## config.mk

```make
export PLATFORM = sky130hd
export DESIGN_NAME = spatz_decode_queue
export DESIGN_NICKNAME = d
export VERILOG_FILES = /design/src/rtl/spatz_decode_queue.sv
export SDC_FILE = /design/constraint.sdc
export NUM_CORES = 1
export LEC_CHECK = 0
export BUFFER_PORTS_ARGS = -buffer_cell sky130_fd_sc_hd__buf_4
export CAP_MARGIN = 40
export CORE_ASPECT_RATIO = 1.75
export CORE_UTILIZATION = 55
export DETAILED_ROUTE_END_ITERATION = 6
export PLACE_DENSITY_LB_ADDON = 0.2
export REMOVE_ABC_BUFFERS = 1
export SETUP_SLACK_MARGIN = 0.1
export SYNTH_ARGS = -nofsm -noshare
export SYNTH_HDL_FRONTEND = slang
export SYNTH_SLANG_ARGS = --single-unit
```

## constraint.sdc

```tcl
create_clock -name clk_i -period 4 [get_ports clk_i]
set_input_delay 0.2 -clock clk_i [delete_from_list [all_inputs] [get_ports clk_i]]
set_output_delay 0.2 -clock clk_i [all_outputs]
set_load 0.01 [all_outputs]
```

## src/rtl/spatz_decode_queue.sv

```systemverilog
// Spatz decode queue: round-robin arbitration over NrPorts requesters, per-port
// decode, and a Depth-entry FIFO of decoded requests with config/CSR fencing.

// Per-port decoder: turns one raw instruction plus scalar operands into a
// compact request word.
module spatz_decode_queue_dec #(
  parameter int unsigned ElenW = 32
) (
  input  logic [31:0]      instr,
  input  logic [ElenW-1:0] rs1,
  input  logic [ElenW-1:0] rs2,
  output logic [1:0]       cls,
  output logic [4:0]       vd,
  output logic [4:0]       vs1,
  output logic [4:0]       vs2,
  output logic             vm,
  output logic             use_vs1,
  output logic [ElenW-1:0] operand,
  output logic [8:0]       vtype,
  output logic             illegal
);
  logic [6:0]  opcode;
  logic [2:0]  funct3;
  logic [11:0] csr;
  logic        rs2_unused;

  assign opcode     = instr[6:0];
  assign funct3     = instr[14:12];
  assign csr        = instr[31:20];
  // Only the low byte of rs2 carries a vtype (vsetvl).
  assign rs2_unused = ^rs2[ElenW-1:8];

  // Field extraction and class/operand selection by opcode.
  always_comb begin
    cls     = 2'd0;
    vd      = instr[11:7];
    vs1     = instr[19:15];
    vs2     = instr[24:20];
    vm      = instr[25];
    use_vs1 = 1'b0;
    operand = '0;
    vtype   = '0;
    illegal = 1'b0;
    case (opcode)
      7'h57: begin
        if (funct3 == 3'd7) begin
          cls = 2'd1;
          if (!instr[31]) begin
            vtype   = {1'b0, instr[27:20]};
            operand = rs1;
          end else if (instr[31:30] == 2'b11) begin
            vtype   = {1'b0, instr[27:20]};
            operand = ElenW'(instr[19:15]);
          end else if (instr[31:25] == 7'b1000000) begin
            vtype   = {1'b0, rs2[7:0]};
            operand = rs1;
          end else begin
            illegal = 1'b1;
          end
          // rs1=x0 with rd!=x0 requests VLMAX.
          if (instr[19:15] == 5'd0 && instr[11:7] != 5'd0) operand = '1;
        end else begin
          case (funct3)
            3'd0, 3'd2: use_vs1 = 1'b1;
            3'd3:       operand = ElenW'($signed(instr[19:15]));
            3'd4, 3'd6: operand = rs1;
            default:    illegal = 1'b1;
          endcase
        end
      end
      7'h73: begin
        cls     = 2'd2;
        operand = instr[14] ? ElenW'(instr[19:15]) : rs1;
        illegal = !((csr inside {12'h008, 12'h009, 12'h00A, 12'h00F,
                                 12'hC20, 12'hC21, 12'hC22}) &&
                    funct3 != 3'd0 && funct3 != 3'd4);
      end
      7'h07, 7'h27: begin
        cls     = 2'd3;
        operand = rs1;
        illegal = !(funct3 inside {3'd0, 3'd5, 3'd6, 3'd7});
      end
      default: illegal = 1'b1;
    endcase
  end
endmodule

module spatz_decode_queue #(
  parameter int unsigned NrPorts = 2,
  parameter int unsigned Depth   = 4,
  parameter int unsigned ElenW   = 32,
  parameter int unsigned IdW     = 5,
  localparam int unsigned PortW  = (NrPorts > 1) ? $clog2(NrPorts) : 1
) (
  input  logic                     clk_i,
  input  logic                     rst_i,
  input  logic                     flush_i,
  input  logic [NrPorts-1:0]       req_valid_i,
  output logic [NrPorts-1:0]       req_ready_o,
  input  logic [NrPorts*32-1:0]    req_instr_i,
  input  logic [NrPorts*ElenW-1:0] req_rs1_i,
  input  logic [NrPorts*ElenW-1:0] req_rs2_i,
  input  logic [NrPorts*IdW-1:0]   req_id_i,
  output logic                     rsp_valid_o,
  input  logic                     rsp_ready_i,
  output logic [1:0]               rsp_class_o,
  output logic [4:0]               rsp_vd_o,
  output logic [4:0]               rsp_vs1_o,
  output logic [4:0]               rsp_vs2_o,
  output logic                     rsp_vm_o,
  output logic                     rsp_use_vs1_o,
  output logic [ElenW-1:0]         rsp_operand_o,
  output logic [8:0]               rsp_vtype_o,
  output logic                     rsp_illegal_o,
  output logic [PortW-1:0]         rsp_port_o,
  output logic [IdW-1:0]           rsp_id_o,
  output logic                     busy_o,
  output logic [15:0]              illegal_cnt_o
);
  localparam int unsigned PtrW = $clog2(Depth);
  localparam int unsigned CntW = PtrW + 1;

  typedef struct packed {
    logic [1:0]       cls;
    logic [4:0]       vd;
    logic [4:0]       vs1;
    logic [4:0]       vs2;
    logic             vm;
    logic             use_vs1;
    logic [ElenW-1:0] operand;
    logic [8:0]       vtype;
    logic             illegal;
    logic [PortW-1:0] port;
    logic [IdW-1:0]   id;
  } entry_t;

  logic [NrPorts-1:0][1:0]       d_cls;
  logic [NrPorts-1:0][4:0]       d_vd, d_vs1, d_vs2;
  logic [NrPorts-1:0]            d_vm, d_use_vs1, d_illegal;
  logic [NrPorts-1:0][ElenW-1:0] d_operand;
  logic [NrPorts-1:0][8:0]       d_vtype;
  logic [NrPorts-1:0][IdW-1:0]   d_id;

  entry_t              mem [Depth];
  entry_t              head, wdata;
  logic [PtrW-1:0]     wptr, rptr;
  logic [CntW-1:0]     count;
  logic [PortW-1:0]    rr, gnt;
  logic                any_req, accept, pop, fence, head_fences;

  for (genvar p = 0; p < NrPorts; p++) begin : g_dec
    assign d_id[p] = req_id_i[p*IdW +: IdW];
    spatz_decode_queue_dec #(.ElenW(ElenW)) i_dec (
      .instr   (req_instr_i[p*32 +: 32]),
      .rs1     (req_rs1_i[p*ElenW +: ElenW]),
      .rs2     (req_rs2_i[p*ElenW +: ElenW]),
      .cls     (d_cls[p]),
      .vd      (d_vd[p]),
      .vs1     (d_vs1[p]),
      .vs2     (d_vs2[p]),
      .vm      (d_vm[p]),
      .use_vs1 (d_use_vs1[p]),
      .operand (d_operand[p]),
      .vtype   (d_vtype[p]),
      .illegal (d_illegal[p])
    );
  end

  // Round-robin search: first requesting port at or after rr, wrapping.
  always_comb begin
    logic [PortW-1:0] j;
    gnt     = '0;
    any_req = 1'b0;
    j       = rr;
    for (int i = 0; i < NrPorts; i++) begin
      if (!any_req && req_valid_i[j]) begin
        any_req = 1'b1;
        gnt     = j;
      end
      j = (j == PortW'(NrPorts - 1)) ? '0 : j + PortW'(1);
    end
  end

  assign head        = mem[rptr];
  assign accept      = any_req && (count < CntW'(Depth)) && !fence && !flush_i;
  assign pop         = rsp_valid_o && rsp_ready_i;
  // Only a legal VCFG/VCSR can be the fencing entry; at most one is queued.
  assign head_fences = !head.illegal && (head.cls == 2'd1 || head.cls == 2'd2);

  // One-hot accept toward the granted requester.
  always_comb begin
    req_ready_o = '0;
    if (accept) req_ready_o[gnt] = 1'b1;
  end

  // Assemble the decoded word of the granted port.
  always_comb begin
    wdata.cls     = d_cls[gnt];
    wdata.vd      = d_vd[gnt];
    wdata.vs1     = d_vs1[gnt];
    wdata.vs2     = d_vs2[gnt];
    wdata.vm      = d_vm[gnt];
    wdata.use_vs1 = d_use_vs1[gnt];
    wdata.operand = d_operand[gnt];
    wdata.vtype   = d_vtype[gnt];
    wdata.illegal = d_illegal[gnt];
    wdata.port    = gnt;
    wdata.id      = d_id[gnt];
  end

  // FIFO storage; contents are don't-care outside the valid window.
  always_ff @(posedge clk_i) begin
    if (accept) mem[wptr] <= wdata;
  end

  // Pointers, occupancy, fence, arbitration pointer and illegal statistics.
  always_ff @(posedge clk_i) begin
    if (rst_i) begin
      wptr          <= '0;
      rptr          <= '0;
      count         <= '0;
      fence         <= 1'b0;
      rr            <= '0;
      illegal_cnt_o <= '0;
    end else begin
      if (accept) begin
        rr <= (gnt == PortW'(NrPorts - 1)) ? '0 : gnt + PortW'(1);
        if (wdata.illegal && illegal_cnt_o != 16'hFFFF) illegal_cnt_o <= illegal_cnt_o + 16'd1;
      end
      if (flush_i) begin
        wptr  <= '0;
        rptr  <= '0;
        count <= '0;
        fence <= 1'b0;
      end else begin
        if (accept) wptr <= wptr + PtrW'(1);
        if (pop)    rptr <= rptr + PtrW'(1);
        if (accept && !pop)      count <= count + CntW'(1);
        else if (!accept && pop) count <= count - CntW'(1);
        if (accept && !wdata.illegal && (wdata.cls == 2'd1 || wdata.cls == 2'd2)) fence <= 1'b1;
        else if (pop && head_fences) fence <= 1'b0;
      end
    end
  end

  assign rsp_valid_o   = (count != '0);
  assign busy_o        = (count != '0) || fence;
  assign rsp_class_o   = head.cls;
  assign rsp_vd_o      = head.vd;
  assign rsp_vs1_o     = head.vs1;
  assign rsp_vs2_o     = head.vs2;
  assign rsp_vm_o      = head.vm;
  assign rsp_use_vs1_o = head.use_vs1;
  assign rsp_operand_o = head.operand;
  assign rsp_vtype_o   = head.vtype;
  assign rsp_illegal_o = head.illegal;
  assign rsp_port_o    = head.port;
  assign rsp_id_o      = head.id;
endmodule

```

# Word level (Yosys, flattened, before mapping)
# Memories as Yosys holds them, arrays and structs flattened. A register that Yosys moved wholly into a read port is not among the register bits.
# Cells that the tools add are included.
# totals
reg_bits,25
word_cells,211
ramBits,268
mem_count,1
inputBits,208
out_inout_bits,87
# memory_table
memory,depth,word_bits,rd,rd_clocked_by_memory_dff,wr,line_no,text
mem,4,67,1,1,1,144,entry_t mem [Depth];
# classes
n_eq_ne,45
muxes,89
n_lt_le_gt_ge,5
reduce_logical,58
n_addsub,7
# op_table
op,count
2-to-1 mux 32 bit,14
case mux 32 bit (3 select lines),2
case mux 32 bit (2 select lines),2
"equality test 12 x 4 -> 1 bit, second input constant",8
2-to-1 mux 9 bit,10
"equality test 12 bit, second input constant",6
"equality test 7 bit, second input constant",6
2-to-1 mux 5 bit,8
2-to-1 mux 1 bit,39
"equality test 3 bit, second input constant",8
logical AND 1 bit,19
"adder 16 x 1 -> 16 bit, second input constant",1
2-to-1 mux 8 bit,2
"!= test 16 bit, second input constant",1
"equality test 7 x 3 -> 1 bit, second input constant",2
"equality test 7 x 6 -> 1 bit, second input constant",2
nonzero test 7 bit,2
OR reduction 2 bit,7
"equality test 3 x 2 -> 1 bit, second input constant",4
case mux 2 bit (3 select lines),2
zero test 1 bit,11
zero test 5 bit,2
2-to-1 mux 2 bit,5
nonzero test 5 bit,2
other kinds (20),39

# Longest topological paths before layout
# Gate-level depths: netlist (run 1).
# depth
ltp_word,13
ltp_mapped,10
mapped_depth_nobuf,9

# By module
# A second synthesis (run 1) with hierarchy kept.
# unflattened
cells_unflattened,1363
hier_area_um2,16071.7
# modules_own_cells
module,instances,seq_area_each_um2,area_each_um2,cells_per_inst
spatz_decode_queue,1,8588.2,11827.6,723
spatz_decode_queue_dec,2,0.0,2122.0,320

# Worst setup path before layout (run 1)
# Ideal clock, no wire load.
# synth_path
kind,register -> register
from,register count[2]
to,"memory mem[0][0] (netlist name), enable pin"
path_buffers,1
synth_period_minus_slack_ns,3.094
t_required_ns,3.569
setup_time_ns,0.431
stages_incl_launch_ff,5
t_arrival_ns,2.663
path_slack_ns,0.906
cell_sequence,dfxtp_1 or4_1 clkbuf_1 clkinv_1 and2_1
# synth_via
elab_chain_cells,6
# synth_lines
item,line_no,text
"start, declared",147,logic [CntW-1:0] count;
"start signal, assigned",238,if (accept && !pop) count <= count + CntW'(1);
"start signal, assigned",239,else if (!accept && pop) count <= count - CntW'(1);
less-than comparator 3 bit,185,assign accept = any_req && (count < CntW'(Depth)) && !fence && !flush_i;
logical AND 1 bit (3 in a row),185,
named net accept,149,"logic any_req, accept, pop, fence, head_fences;"
2-to-1 mux 1 bit,213,if (accept) mem[wptr] <= wdata;
2-to-1 mux 1 bit (implied by the code),213,
"end, declared",144,
# The timed path passes the listed nets, and every way through them passes these cells.

==> impl.org, run 1 <==
** Drt
- Average routed wire per standard cell :: 22.5 um
- The first detailed-routing pass ran for 6 iterations.
- Total via count in the routed design :: 9,538
- After detailed routing, the number of vias per cell comes to 6.25.
- Number of design rule violations left after detail routing :: 0
- Post-Route WL :: 34,400 um
- Initial drt markers :: 862
- Antenna-violating nets left :: 0

** Yosys
- Number of flip-flops and latches in the synthesized netlist :: 291
- Post-synth EDFFs :: 264
- For this run, the register share of the synthesized area comes to 62.6%.
- sky130_fd_sc_hd__edfxtp_1 takes more of the synthesized area than any other cell.
- By area the synthesized netlist is led by sky130_fd_sc_hd__edfxtp_1 59%, sky130_fd_sc_hd__mux4_2 11%, sky130_fd_sc_hd__dfxtp_1 4.0%.
- Summing the areas of all and, or, nand and nor instances in the mapped netlist gives 8.97% of the synthesized area.
- Number of warning messages in the yosys log :: 0
- For this run, the leading register cell type out of synthesis is sky130_fd_sc_hd__edfxtp_1.
- Post-synthesis compound-gate area fraction :: 12.2%
- Main combinational cell family by area after synthesis :: compound AO/OA/AOI/OAI gates
- sky130_fd_sc_hd__edfxtp_1 is the most common cell in the netlist.
- Of all flip-flops after synthesis, the portion carrying an async set or reset was 0%.
- Fraction of synthesized cell area taken by the top area cell type :: 58.6%
- Commonest cells in the netlist :: 264 x sky130_fd_sc_hd__edfxtp_1, 109 x sky130_fd_sc_hd__nand2_1, 80 x sky130_fd_sc_hd__a21oi_1
- Mapped cell area :: 13,500 um2
- Area share of fa/ha/maj cells after synthesis :: 0.703%
- Synthesized-area fraction occupied by xor and xnor cells :: 0.842%
- Portion of netlist area occupied by mux cells :: 12.1%
- The synthesized netlist contains 72 unique library cells.
- Mean instance size in the synthesized netlist :: 14.0 um2
- Number of standard cells after synthesis :: 966

** Setup path
- Cell class contributing the biggest share of worst-path delay :: flip-flops
- Buffers & Inverters on Critical Path :: 2
- Type of origin of the critical path :: register
- Walking the worst path, the cells encountered are buf_12, mux4_2, buf_4.
- Worst Path Max Fanout :: 37
- Arrival time worst endpoint :: 2530 ps
- Worst Path Required :: 3800 ps
- STA classifies the critical path endpoint as an output port.
- The slowest stage of the critical path is the sky130_fd_sc_hd__dfxtp_4 cell.
- Category of the most critical setup path :: register to output port
- The largest single stage delay on the critical path is 870 ps.

** CTS
- CTS built an H-tree with a depth of 1.
- TritonCTS built the clock tree.
- The number of clock buffers added by TritonCTS is 26.
- The root buffer cell chosen for the clock tree is sky130_fd_sc_hd__clkbuf_16.
- Counting along the longest clock path gives a buffer depth of 3.
- Once the clock tree was built, the setup fixing pass inserted 0 buffers.
- For this design, the sink count on the clock tree is 291.
- After clock tree synthesis, the clock-pin slew on the worst setup and hold paths is 70 ps.
- Clock latency on the worst-skew pair :: 540 ps

** STA
- For the pin with the worst max-slew slack, the measured transition is 865 ps.
- RSZ-0062 raised after global routing :: no
- Max frequency :: 0.367 GHz
- The tightest hold path in the finished design has a slack of 24.5 ps.
- Setup violations remaining at the end of the flow were counted as 0.
- Clock skew on the completed layout was measured at 9.66 ps.
- Number of hold-slack violations in the final timing report :: 0
- Max-slew headroom at the worst pin :: 42.4%
- Across all setup checks in the final design, the least slack found is 1270 ps.
- Final TNS setup :: 0 ps
- The number of max-slew violations in the final report came to 0.
- Fraction of the cycle the final worst path needs :: 68.2%
- Tmin final :: 2730 ps

** Final layout
- Total Nets Final :: 1,413
- Share of final-layout standard cells stronger than drive strength 1 :: 33.8%
- Layout overhead on the synthesized area :: 23.5%
- Final antenna diode count :: 0
- Number of filler instances in the final layout :: 1,719
- Post-Layout Inst Area :: 16,700 um2

** Power
- Net Switching :: 1.48 mW
- Combinational group share of total power :: 11.0%
- Portion of total power attributed to the clock network :: 37.9%
- Leakage Power :: 6.36 nW
- Sequential cells account for 51.1% of the total power.
- The internal power of the cells totals 5.20 mW.
- Worst ir drop on vdd :: 321 uV
- Sw frac :: 22.2%
- Power density over the cells :: 400 nW/um2

** GRT
- Global-route wire length before repair :: 52,400 um
- Entering global routing, the biggest net connects 53 pins.
- Global routing finished with a remaining overflow of 0.
- Total routing resource utilization after global routing :: 27.6%
- The number of global-route vias before repair was 9,680.
- The initial antenna violation count is 0.

** Floorplan
- Chip width :: 121 um
- For this configuration, the core starts out at a cell density of 56.3%.
- Number of placement rows :: 75
- The region available for standard cell placement spans 24,000 um2.
- The die is 209 um tall.
- Die area :: 25,300 um2
- Boundary pin count :: 295

** Place
- Once placement finished, the instance area stood at 15,800 um2.
- Prior to clock tree synthesis, the placed netlist has a worst setup slack of 994 ps.
- Once detailed placement completed, the half-perimeter wirelength came to 23,300 um.
- Port Buffer Count :: 245
- Routability-driven placement finished with a final weighted congestion of 0.882.

** Outcome
- The flow ran to the end, and the final reports show no timing, DRC or antenna violations.

** Hold path
- The worst hold path belongs to the class input port to register.

** Flow run
- Max-cap violations in this run came to 0.
area by class of cell:
class                           count  area, um2  share of cell area (%)
Sequential cell                   291       8480                    50.7
Multi-Input combinational cell    591       4770                    28.6
Timing Repair Buffer              272       2140                    12.8
Clock buffer                       35        716                    4.28
Tap cell                          308        385                    2.31
Clock inverter                     13        159                   0.951
Inverter                           16       60.1                   0.359
cells by family after synthesis:
| kind of cell | Yosys count |
|---|---|
| flip-flops | 291 |
| buffers and inverters | 84 |
| XOR/XNOR | 13 |
| AND/OR/NAND/NOR | 244 |
| multiplexers | 79 |
| adder cells (fa/ha/maj) | 7 |
| other | 1 |
| AO/OA/AOI/OAI | 247 |
layer usage:
layer  share of wire, %  vias to the layer above  track usage, %
li1                   -                     4299               -
met1                 35                     4683            31.0
met2                 53                      462            50.0
met3                7.0                       94            4.70
met4                4.5                        0            13.8
met5                  0                        -               0
worst paths after layout:
kind / startpoint / end / slack, ps / cells after the start
max reg2reg: count[2] / count[2] / 1470 / 8
min reg2reg: rr / rr / 470 / 2
max: register / rsp_operand_o[3] / 1270 / 3
min: req_instr_i[39] / mem[0][60] / 20 / 3
sequential cells by signal, indices dropped and copies added, names as in the netlist, named ones only:
signal,cells
count,3
fence,1
illegal_cnt_o,16
mem,264
rptr,2
rr,1
wptr,2
cell usage in the layout, fill, tap and decap left out, types with 5 or more instances in the layout:
| cell | instances |
|---|---|
| sky130_fd_sc_hd__xnor2_1 | 7 |
| sky130_fd_sc_hd__a21o_1 | 26 |
| sky130_fd_sc_hd__and3_1 | 10 |
| sky130_fd_sc_hd__clkbuf_1 | 7 |
| sky130_fd_sc_hd__edfxtp_1 | 264 |
| sky130_fd_sc_hd__inv_1 | 15 |
| sky130_fd_sc_hd__nor2b_1 | 14 |
| sky130_fd_sc_hd__nand3_1 | 12 |
| sky130_fd_sc_hd__o211ai_1 | 11 |
| sky130_fd_sc_hd__nor3_1 | 8 |
| sky130_fd_sc_hd__mux4_2 | 66 |
| sky130_fd_sc_hd__nand4_1 | 6 |
| sky130_fd_sc_hd__ha_1 | 6 |
| sky130_fd_sc_hd__nor2_1 | 44 |
| sky130_fd_sc_hd__nand2_1 | 109 |
| sky130_fd_sc_hd__a22oi_1 | 34 |
| sky130_fd_sc_hd__dfxtp_1 | 25 |
| sky130_fd_sc_hd__buf_4 | 259 |
| sky130_fd_sc_hd__a222oi_1 | 8 |
| sky130_fd_sc_hd__a21oi_1 | 80 |
| sky130_fd_sc_hd__o22ai_1 | 40 |
| sky130_fd_sc_hd__o21ai_0 | 7 |
| sky130_fd_sc_hd__nand2b_1 | 5 |
| sky130_fd_sc_hd__a221o_1 | 8 |
| sky130_fd_sc_hd__a31o_2 | 5 |
| sky130_fd_sc_hd__dlygate4sd3_1 | 8 |
| sky130_fd_sc_hd__clkbuf_16 | 27 |
| sky130_fd_sc_hd__mux2_2 | 5 |
| sky130_fd_sc_hd__xor2_1 | 6 |
stage by stage:
stage / utilization (%) / power [mW] / std cells
2_1_floorplan: - / 3.81 / 898
3_3_place_gp: 65.2 / 4.18 / 1466
3_5_place_dp: 65.6 / 4.21 / 1470
4_1_cts: 69.6 / 6.73 / 1526
5_1_grt: 69.6 / 6.89 / 1526
6_report: 69.6 / 6.68 / 1526
timing repair:
item	4_1_cts	5_1_grt
hold endpoints to repair	27	0
hold buffers	8	0
resized for setup	0	0
tightest hold or removal path: cells and delay by family:
kind,cells,cell delay (ps)
simple gates,2,150
buf+inv,1,80
power groups by stage:
stage,sequential (mW),clock [mW],combinational [mW]
2_1_floorplan,3.48,0,0.331
3_3_place_gp,3.48,0,0.706
3_5_place_dp,3.48,0,0.724
4_1_cts,3.42,2.58,0.733
5_1_grt,3.42,2.69,0.781
6_report,3.41,2.53,0.733
Note: power is estimated with default switching activity, not from simulation.
==> run 2, diff against run 1 <==
CORE_UTILIZATION = 50   (was 55)
clock period = 2.3 ns   (was 4 ns; I/O delays follow)
==> impl.org, run 2 (same netlist as run 1, synthesis figures left out) <==
** Setup path
- At the worst endpoint, the required time is 2790 ps.
- Category of the most critical setup path :: register to register
- Capture point of the worst reg-to-reg path :: count[2]
- Worst Path Max Fanout :: 4
- R2r setup slk :: 90 ps
- At the worst endpoint, the arrival time is 2700 ps.
- Measured in cells, the most critical reg-to-reg path has a length of 8.
- Kind of capture point of the worst setup path :: register
- Critical path destination :: count[2]
- The critical path starts at fence.
- STA classifies the critical path startpoint as a register.
- The startpoint identified for the worst register-to-register timing path is fence.

** Floorplan
- The floorplan has 79 rows.
- Once the floorplan was initialized, standard cells occupied 50.9% of the core.
- Core box area :: 26,600 um2
- Die area :: 27,700 um2
- The die is 126 um wide.
- Boundary pin count :: 295
- Measured along the y axis, the die boundary spans 220 um.

** Drt
- Total iterations of the first detailed-routing run :: 7
- The detailed router finished its first iteration with 861 violations.
- In this run the remaining antenna-violating nets after routing total 0.
- The final layout contains routed wiring with a total length of 37,900 um.
- After detailed routing, the average wire length per cell comes to 22.9 um.
- Average via count per standard cell :: 6.15
- The final route contains 10,194 vias.
- In the routed design, unresolved DRC markers number 0.

** Final layout
- Total Nets Final :: 1,529
- The largest registers in the layout are mem x264, illegal_cnt_o x16, count x3.
- Highest-count cells in the layout ignoring fill and taps :: 323 x sky130_fd_sc_hd__buf_4, 264 x sky130_fd_sc_hd__edfxtp_1, 109 x sky130_fd_sc_hd__nand2_1
- Number of flip-flops in the largest register :: 264
- Once layout is complete, the cells apart from fillers number 1,658.
- Cells with a size suffix above 1 make up 38.3% of the layout.
- More flip-flops sit in one register than any other, and that register is mem.
- Layout overhead on the synthesized area :: 33.3%
- Leading cell type in the layout, fill and taps excluded :: sky130_fd_sc_hd__buf_4

** STA
- The final-report hold violation count is 0.
- Setup clock skew after layout :: 20.7 ps
- Tmin final :: 2210 ps
- The number of max-slew violations in the final report was 0.
- Fraction of the cycle the final worst path needs :: 96.1%
- Max frequency :: 0.452 GHz
- Setup repair after global routing could not meet its margin everywhere.
- For the pin with the worst max-slew slack, the measured transition is 615 ps.
- Hold timing on the final database bottoms out at a slack of 39.8 ps.
- Max-slew headroom at the worst pin :: 58.5%
- Summed over all failing endpoints, the final setup total negative slack is 0 ps.
- Worst Setup Slack, final :: 89.8 ps
- Setup violations remaining at the end of the flow were counted as 0.

** Power
- Total power for the finished layout comes to 12.3 mW.
- In this run the static leakage power is 7.04 nW.
- Power density over the cells :: 682 nW/um2
- Worst ir drop on vdd :: 758 uV

** CTS
- Clk buf depth :: 3
- Deepest level of the CTS H-tree :: 1
- Cell chosen for the clock root :: sky130_fd_sc_hd__clkbuf_16
- CTS clock-pin slew for the worst setup and hold paths :: 70 ps
- TritonCTS clock tree :: yes
- Clock latency on the worst-skew pair :: 550 ps
- Clock buffers created by TritonCTS :: 26
- The clock drives 291 sinks.

** Place
- Placed cells :: 1,565
- Half-perimeter wire length after placement :: 25,800 um
- The congestion estimate from routability-driven global placement came to 0.903.
- Worst setup slack after placement :: -216 ps
- Port buffering added 245 buffers.

** GRT
- Total routing resource utilization after global routing :: 27.5%
- Entering global routing, the biggest net connects 44 pins.
- Number of antenna violations at the first check in global routing :: 1
- The number of global-route vias before repair was 10,314.
- The first global-routing pass estimated 57,200 um of wire.
- The total overflow left after global routing is 0.

** Outcome
- The flow ran to the end, and the final reports show no timing, DRC or antenna violations.

** Flow run
- Reported max-cap violation count :: 0

** Hold path
- Hold crit path type :: input port to register
==> run 2: cell count changes in the layout (fill, tap and decap cells not counted), sizes merged <==
cell	delta
clkinvlp	+1
diode	+1
buf	+82
dlygate4sd3	+34
clkbuf	-7
bufinv	+4
inv	+1
==> run 2: area by class of cell <==
| type | instances | area, um2 |
|---|---|---|
| fill | 1869 | 8550 |
| sequential | 291 | 8480 |
| multi-input combinational | 591 | 4850 |
| timing repair buffer | 388 | 3280 |
| clock buffer | 28 | 679 |
| tap | 324 | 405 |
| clock inverter | 19 | 285 |
| inverter | 16 | 62.6 |
| antenna | 1 | 2.50 |
==> run 2: power by group <==
group / internal, mW / switching [mW] / total, mW
clock network: 2.93 / 1.93 / 4.86
logic: 0.773 / 0.739 / 1.51
registers: 5.88 / 0.0443 / 5.92
==> run 2: timing repair <==
item / 4_1_cts / 5_1_grt
buffers inserted: 3 / 0
hold endpoints to repair: 88 / 0
hold buffers: 42 / 0
gates resized for setup: 5 / 14
pin swaps: 3 / 3
setup endpoints to repair: 60 / 86
==> run 2: worst min path at each step <==
stage / from / to / slack, ps / cells past startpoint
floorplan: rst_i / illegal_cnt_o[0] / 190 / 1
global placement: req_id_i[5] / mem[2][0] / 440 / 3
detailed placement: req_id_i[5] / mem[2][0] / 460 / 3
CTS: req_instr_i[55] / mem[3][53] / 20 / 3
global route: req_instr_i[55] / mem[3][53] / 50 / 3
finish: req_instr_i[55] / mem[1][53] / 40 / 3
==> run 2: through the flow <==
step / utilization, % / cell area [um2]
after floorplan: - / 13300
after global placement: 62.3 / 16600
after detailed placement: 62.3 / 16600
after CTS: 67.6 / 18000
after global routing: 67.9 / 18000
final: 67.9 / 18000
==> run 2: worst max-delay path, stage by stage (launching register included) <==
cell                      delay (ps)
sky130_fd_sc_hd__dfxtp_2         320
sky130_fd_sc_hd__or4_4           570
sky130_fd_sc_hd__inv_4            80
sky130_fd_sc_hd__ha_2            180
sky130_fd_sc_hd__inv_1            60
sky130_fd_sc_hd__fa_2            330
sky130_fd_sc_hd__xor2_1          150
sky130_fd_sc_hd__or3_1           320
sky130_fd_sc_hd__a21oi_2         140
==> run 2: metal layers <==
layer  wire length (um)  global-route usage (%)
met1              13600                    31.3
met2              20200                    50.5
met3               2520                    3.59
met4               1680                    14.0
met5                  0                       0
